<file path="config.mk">
export PLATFORM = sky130hd
export DESIGN_NAME = kbd_event_seq
export DESIGN_NICKNAME = d
export VERILOG_FILES = /design/src/rtl/kbd_event_seq.sv
export SDC_FILE = /design/constraint.sdc
export NUM_CORES = 1
export LEC_CHECK = 0
export ABC_AREA = 1
export CAP_MARGIN = 20
export CORE_MARGIN = 2
export CORE_UTILIZATION = 56
export DETAILED_ROUTE_END_ITERATION = 8
export HOLD_SLACK_MARGIN = 0.12
export PLACE_DENSITY = 0.8
export REMOVE_ABC_BUFFERS = 1
export SYNTH_ARGS = -nofsm -noshare
export SYNTH_HDL_FRONTEND = slang
export SYNTH_SLANG_ARGS = --single-unit
</file>
<file path="constraint.sdc">
create_clock -name clk -period 2.71 [get_ports clk]
set_input_delay 0.542 -clock clk [delete_from_list [all_inputs] [get_ports clk]]
set_output_delay 0.542 -clock clk [all_outputs]
set_load 0.005 [all_outputs]
</file>
<file path="src/rtl/kbd_event_seq.sv">
// rtl/kbd_event_seq.sv - PS/2 set-2 prefix decoder with held-key tracking and FWFT event FIFO
module kbd_event_seq #(
  parameter int DEPTH = 4
) (
  input  logic       clk,
  input  logic       rst,
  input  logic       byte_valid,
  input  logic [7:0] byte_data,
  input  logic       evt_ready,
  input  logic       err_clr,
  output logic       evt_valid,
  output logic [7:0] evt_key,
  output logic       evt_ext,
  output logic       evt_brk,
  output logic       evt_rpt,
  output logic       is_press,
  output logic [7:0] held_key,
  output logic [7:0] press_count,
  output logic       ovf,
  output logic       proto_err
);

  localparam int AW = $clog2(DEPTH);
  localparam logic [AW:0] CNT_ONE  = (AW+1)'(1);
  localparam logic [AW:0] CNT_FULL = (AW+1)'(DEPTH);

  typedef enum logic [2:0] {
    S_IDLE,
    S_EXT,
    S_BRK,
    S_EXT_BRK,
    S_SKIP
  } state_t;

  state_t     state, state_nxt;
  logic [2:0] skip_cnt, skip_nxt;
  logic       ev_fire, ev_ext, ev_brk, ev_rpt, perr_set;
  logic       is_prefix, is_discard, held_match;
  logic       held_ext;

  logic [10:0]   mem [DEPTH];
  logic [AW-1:0] rd_ptr, wr_ptr;
  logic [AW:0]   count;
  logic          full, pop, push;
  logic [10:0]   head;

  assign is_prefix  = (byte_data == 8'hE0) || (byte_data == 8'hF0) || (byte_data == 8'hE1);
  assign is_discard = (byte_data == 8'hAA) || (byte_data == 8'hFA) || (byte_data == 8'hEE) ||
                      (byte_data == 8'h00) || (byte_data == 8'hFF);

  always_ff @(posedge clk) begin
    if (rst) begin
      state    <= S_IDLE;
      skip_cnt <= 3'd0;
    end else begin
      state    <= state_nxt;
      skip_cnt <= skip_nxt;
    end
  end

  always_comb begin
    state_nxt = state;
    skip_nxt  = skip_cnt;
    ev_fire   = 1'b0;
    ev_ext    = 1'b0;
    ev_brk    = 1'b0;
    perr_set  = 1'b0;
    if (byte_valid) begin
      case (state)
        S_IDLE: begin
          if (byte_data == 8'hE0) begin
            state_nxt = S_EXT;
          end else if (byte_data == 8'hF0) begin
            state_nxt = S_BRK;
          end else if (byte_data == 8'hE1) begin
            state_nxt = S_SKIP;
            skip_nxt  = 3'd7;
          end else if (!is_discard) begin
            ev_fire = 1'b1;
          end
        end
        S_EXT: begin
          if (byte_data == 8'hF0) begin
            state_nxt = S_EXT_BRK;
          end else begin
            state_nxt = S_IDLE;
            perr_set  = is_prefix;
            ev_fire   = !is_prefix;
            ev_ext    = 1'b1;
          end
        end
        S_BRK, S_EXT_BRK: begin
          state_nxt = S_IDLE;
          perr_set  = is_prefix;
          ev_fire   = !is_prefix;
          ev_ext    = (state == S_EXT_BRK);
          ev_brk    = 1'b1;
        end
        S_SKIP: begin
          // Pause is a fixed 8-byte blob with embedded prefixes; swallow it blind
          skip_nxt = skip_cnt - 3'd1;
          if (skip_cnt <= 3'd1) begin
            state_nxt = S_IDLE;
            skip_nxt  = 3'd0;
          end
        end
        default: state_nxt = S_IDLE;
      endcase
    end
  end

  assign held_match = (ev_ext == held_ext) && (byte_data == held_key);
  assign ev_rpt     = ev_fire && !ev_brk && is_press && held_match;

  always_ff @(posedge clk) begin
    if (rst) begin
      is_press    <= 1'b0;
      held_key    <= 8'd0;
      held_ext    <= 1'b0;
      press_count <= 8'd0;
    end else if (ev_fire) begin
      if (!ev_brk && !ev_rpt) begin
        is_press    <= 1'b1;
        held_key    <= byte_data;
        held_ext    <= ev_ext;
        press_count <= press_count + 8'd1;
      end else if (ev_brk && held_match) begin
        is_press <= 1'b0;
      end
    end
  end

  assign evt_valid = (count != '0);
  assign full      = (count == CNT_FULL);
  assign pop       = evt_valid && evt_ready;
  // A full FIFO still takes a new event when the head leaves in the same cycle
  assign push      = ev_fire && (!full || pop);

  always_ff @(posedge clk) begin
    if (push) begin
      mem[wr_ptr] <= {ev_rpt, ev_ext, ev_brk, byte_data};
    end
  end

  always_ff @(posedge clk) begin
    if (rst) begin
      rd_ptr    <= '0;
      wr_ptr    <= '0;
      count     <= '0;
      ovf       <= 1'b0;
      proto_err <= 1'b0;
    end else begin
      if (push) wr_ptr <= wr_ptr + AW'(1);
      if (pop)  rd_ptr <= rd_ptr + AW'(1);
      case ({push, pop})
        2'b10:   count <= count + CNT_ONE;
        2'b01:   count <= count - CNT_ONE;
        default: count <= count;
      endcase
      ovf       <= (ev_fire && !push) || (ovf && !err_clr);
      proto_err <= perr_set || (proto_err && !err_clr);
    end
  end

  assign head    = evt_valid ? mem[rd_ptr] : 11'd0;
  assign evt_rpt = head[10];
  assign evt_ext = head[9];
  assign evt_brk = head[8];
  assign evt_key = head[7:0];

endmodule

</file>
==> run metrics <==
Num CTS Buffers=9; Multi-input gate area=1510 um2; pwr/cell area=975 nW/um2; Slew headroom=68.4%; WHS Path Cells=2; CP Max Fanout=22; Avg Cell Area, Syn=9.00 um2; Fill cells=481; fin crit share=94.5%; Setup Skew=0.00972 ns; Reg clk slew, reported paths=0.09 ns; Site Rows=29; Slew Viols, Final=0; Synth top area share=35.1%; final setup fails=0; wire length of the first global-routing pass=13300 um; Yosys cell types=34; Nets=515; utilization after layout=72.5%; CTS max path bufs=2; Pwr Total=4.54 mW; synthesized netlist cell count=418; Max VDD drop=0.623 mV; Max-Cap Viols=0; reg2reg path depth=13; HP Start=ovf; post-synthesis register bit count=79; endpoint class of the critical path=output port; R2R Setup Slk=0.54 ns; Post-CTS Hold Buffers=0; Reg2Reg Launch Point=state[1]; Largest stage delay, worst path=0.53 ns; die area=7390 um2; htree depth=3; Reg-to-Reg End=mem[3][10]; most common cell after layout, fill and taps aside=nor2_1; gpl congestion=0.833; # DRC=0; ratio of cells with drive above 1 in the final layout=17.2%; routed wire length=8150 um; critical path type=reg2out; Area growth syn-to-layout=23.8%; final setup margin=0.149 ns; DRT iter0 DRCs=206; initial antenna violation count=0; Die X-Extent=86.0 um; Fin. Hold Viols=0; post-place setup slack=-0.161 ns; Yosys top cell by area=edfxtp_1; Total GRT Usage=23.4%; wire length per cell=14.1 um; largest cells by area after synthesis=edfxtp_1 (35%), dfxtp_1 (19%), nor2_1 (8.0%), o21ai_0 (5.1%), nand2_1 (4.9%); Root Driver=clkbuf_8; PortBufs=43; I/O Pins=44; clk sink count=79; number of global-route vias before repair=2933; Hold EP=ovf; most frequent cells in the layout=nor2_1 (80), nand2_1 (49), edfxtp_1 (44); register area=2020 um2; initial core utilization=58.6%; Antenna Nets Post-Route=0; Min Clock Period, post-route=2.56 ns; Fmax=0.390 GHz; clock latency on the worst-skew pair=0.35 ns; Final HPWL DP=5810 um; crit path DAT=2.02 ns; post-synthesis sequential area ratio=53.7%; Worst Path Required=2.17 ns; status=finished clean; unrepaired setup endpoints after global routing=false; yosys warns=0; n_diodes=0; CP Cell Sequence=buf_4 -> nor2_1 -> nor2_1 -> o21ai_0 -> a21oi_1 -> clkdlybuf4s50_1; 1st-pass router iterations=5; startpoint types=flop; vias=3049; class of the worst hold path=reg2reg; pin count of the biggest net entering global routing=23; vias per cell=5.29; synthesized area=3760 um2; DIE HEIGHT=86.0 um; core area=6420 um2; grt ovf=0; worst-margin pin slew=0.474 ns; CP most frequent cell=nor2_1; CP max stage cell=clkdlybuf4s50_1; TritonCTS clock tree=done; leak pwr=1.80 nW
## where the power goes
| part | leakage, nW | switching [mW] | internal, mW | total [mW] |
|---|---|---|---|---|
| Combinational | 1.02 | 1.08 | 0.867 | 1.95 |
| Sequential | 0.693 | 0.203 | 1.59 | 1.79 |
| Clock | 0.0866 | 0.456 | 0.342 | 0.798 |
## Yosys cell counts, drive strengths merged
cell     n
o21ai   43
nand3   16
nand2   60
nor3b    1
clkbuf   9
a221o    1
fa       1
a31oi    3
a21oi   31
nor3     3
nor2    97
nand4    7
inv     41
xnor2    9
ha       7
a211oi   1
xor2     5
or2      1
dfxtp   35
edfxtp  44
buf      3
## cell type report
cell class / count / share of cell area (%)
multi-input combinational: 286 / 32.5
inverter: 41 / 3.44
tap: 77 / 2.07
sequential: 79 / 43.4
timing repair buffer: 77 / 14.8
clock inverter: 7 / 1.18
clock buffer: 9 / 2.66
## critical path: cells and delay by family, from the launching register on
kind,cells,cell delay (ns)
buffers and inverters,2,0.81
flip-flops,1,0.39
AO/OA/AOI/OAI,2,0.29
AND/OR/NAND/NOR,2,0.16
## worst max-delay path by stage
stage	startpoint	to	slack, ns
floorplan	byte_data[7]	mem[0][0]	0.45
global placement	byte_data[0]	count[2]	0.009
detailed placement	byte_data[0]	count[2]	-0.16
CTS	flop	evt_rpt	0.13
global route	byte_data[4]	count[2]	0.03
finish	flop	evt_key[1]	0.15
## logic make-up (layout without fill, tap and decap cells)
| kind of cell | count (synthesis) | count (layout) | synth area share (%) |
|---|---|---|---|
| XOR/XNOR | 14 | 14 | 3.26 |
| AND/OR/NAND/NOR | 185 | 185 | 23.1 |
| AO/OA/AOI/OAI | 79 | 79 | 10.9 |
| adder cells (fa/ha/maj) | 8 | 8 | 2.86 |
| flip-flops | 79 | 79 | 53.7 |
| buffers and inverters | 53 | 134 | 6.09 |
## metal layers
metal	vias up	global-route usage [%]	routed length, um
met5	-	0	0
li1	1536	-	-
met2	65	40.6	4140
met3	8	4.62	312
met4	0	8.37	101
met1	1440	29.0	3590
## sequential cells by signal (all words and copies together), names as in the netlist, named ones only
name and cells:
wr_ptr 2, ovf 1, count 3, held_key 8, skip_cnt 3, proto_err 1, held_ext 1, state 3
rd_ptr 2, mem 44, press_count 8, is_press 1
## timing repair
action / in CTS / in global routing
setup endpoints to repair: 0 / 4
hold endpoints to repair: 0 / 0
setup buffers: 0 / 0
resized for setup: 0 / 2
## per-stage QoR
stage / area (um2) / setup TNS, ns / std cells / hold WS, ns
floorplan: 3690 / 0 / 406 / 0.438
global placement: 4470 / 0 / 560 / 0.454
detailed placement: 4470 / -1.16 / 560 / 0.463
CTS: 4650 / 0 / 576 / 0.478
global route: 4660 / 0 / 576 / 0.499
finish: 4660 / 0 / 576 / 0.473
Note: power is estimated with default switching activity, not from simulation.
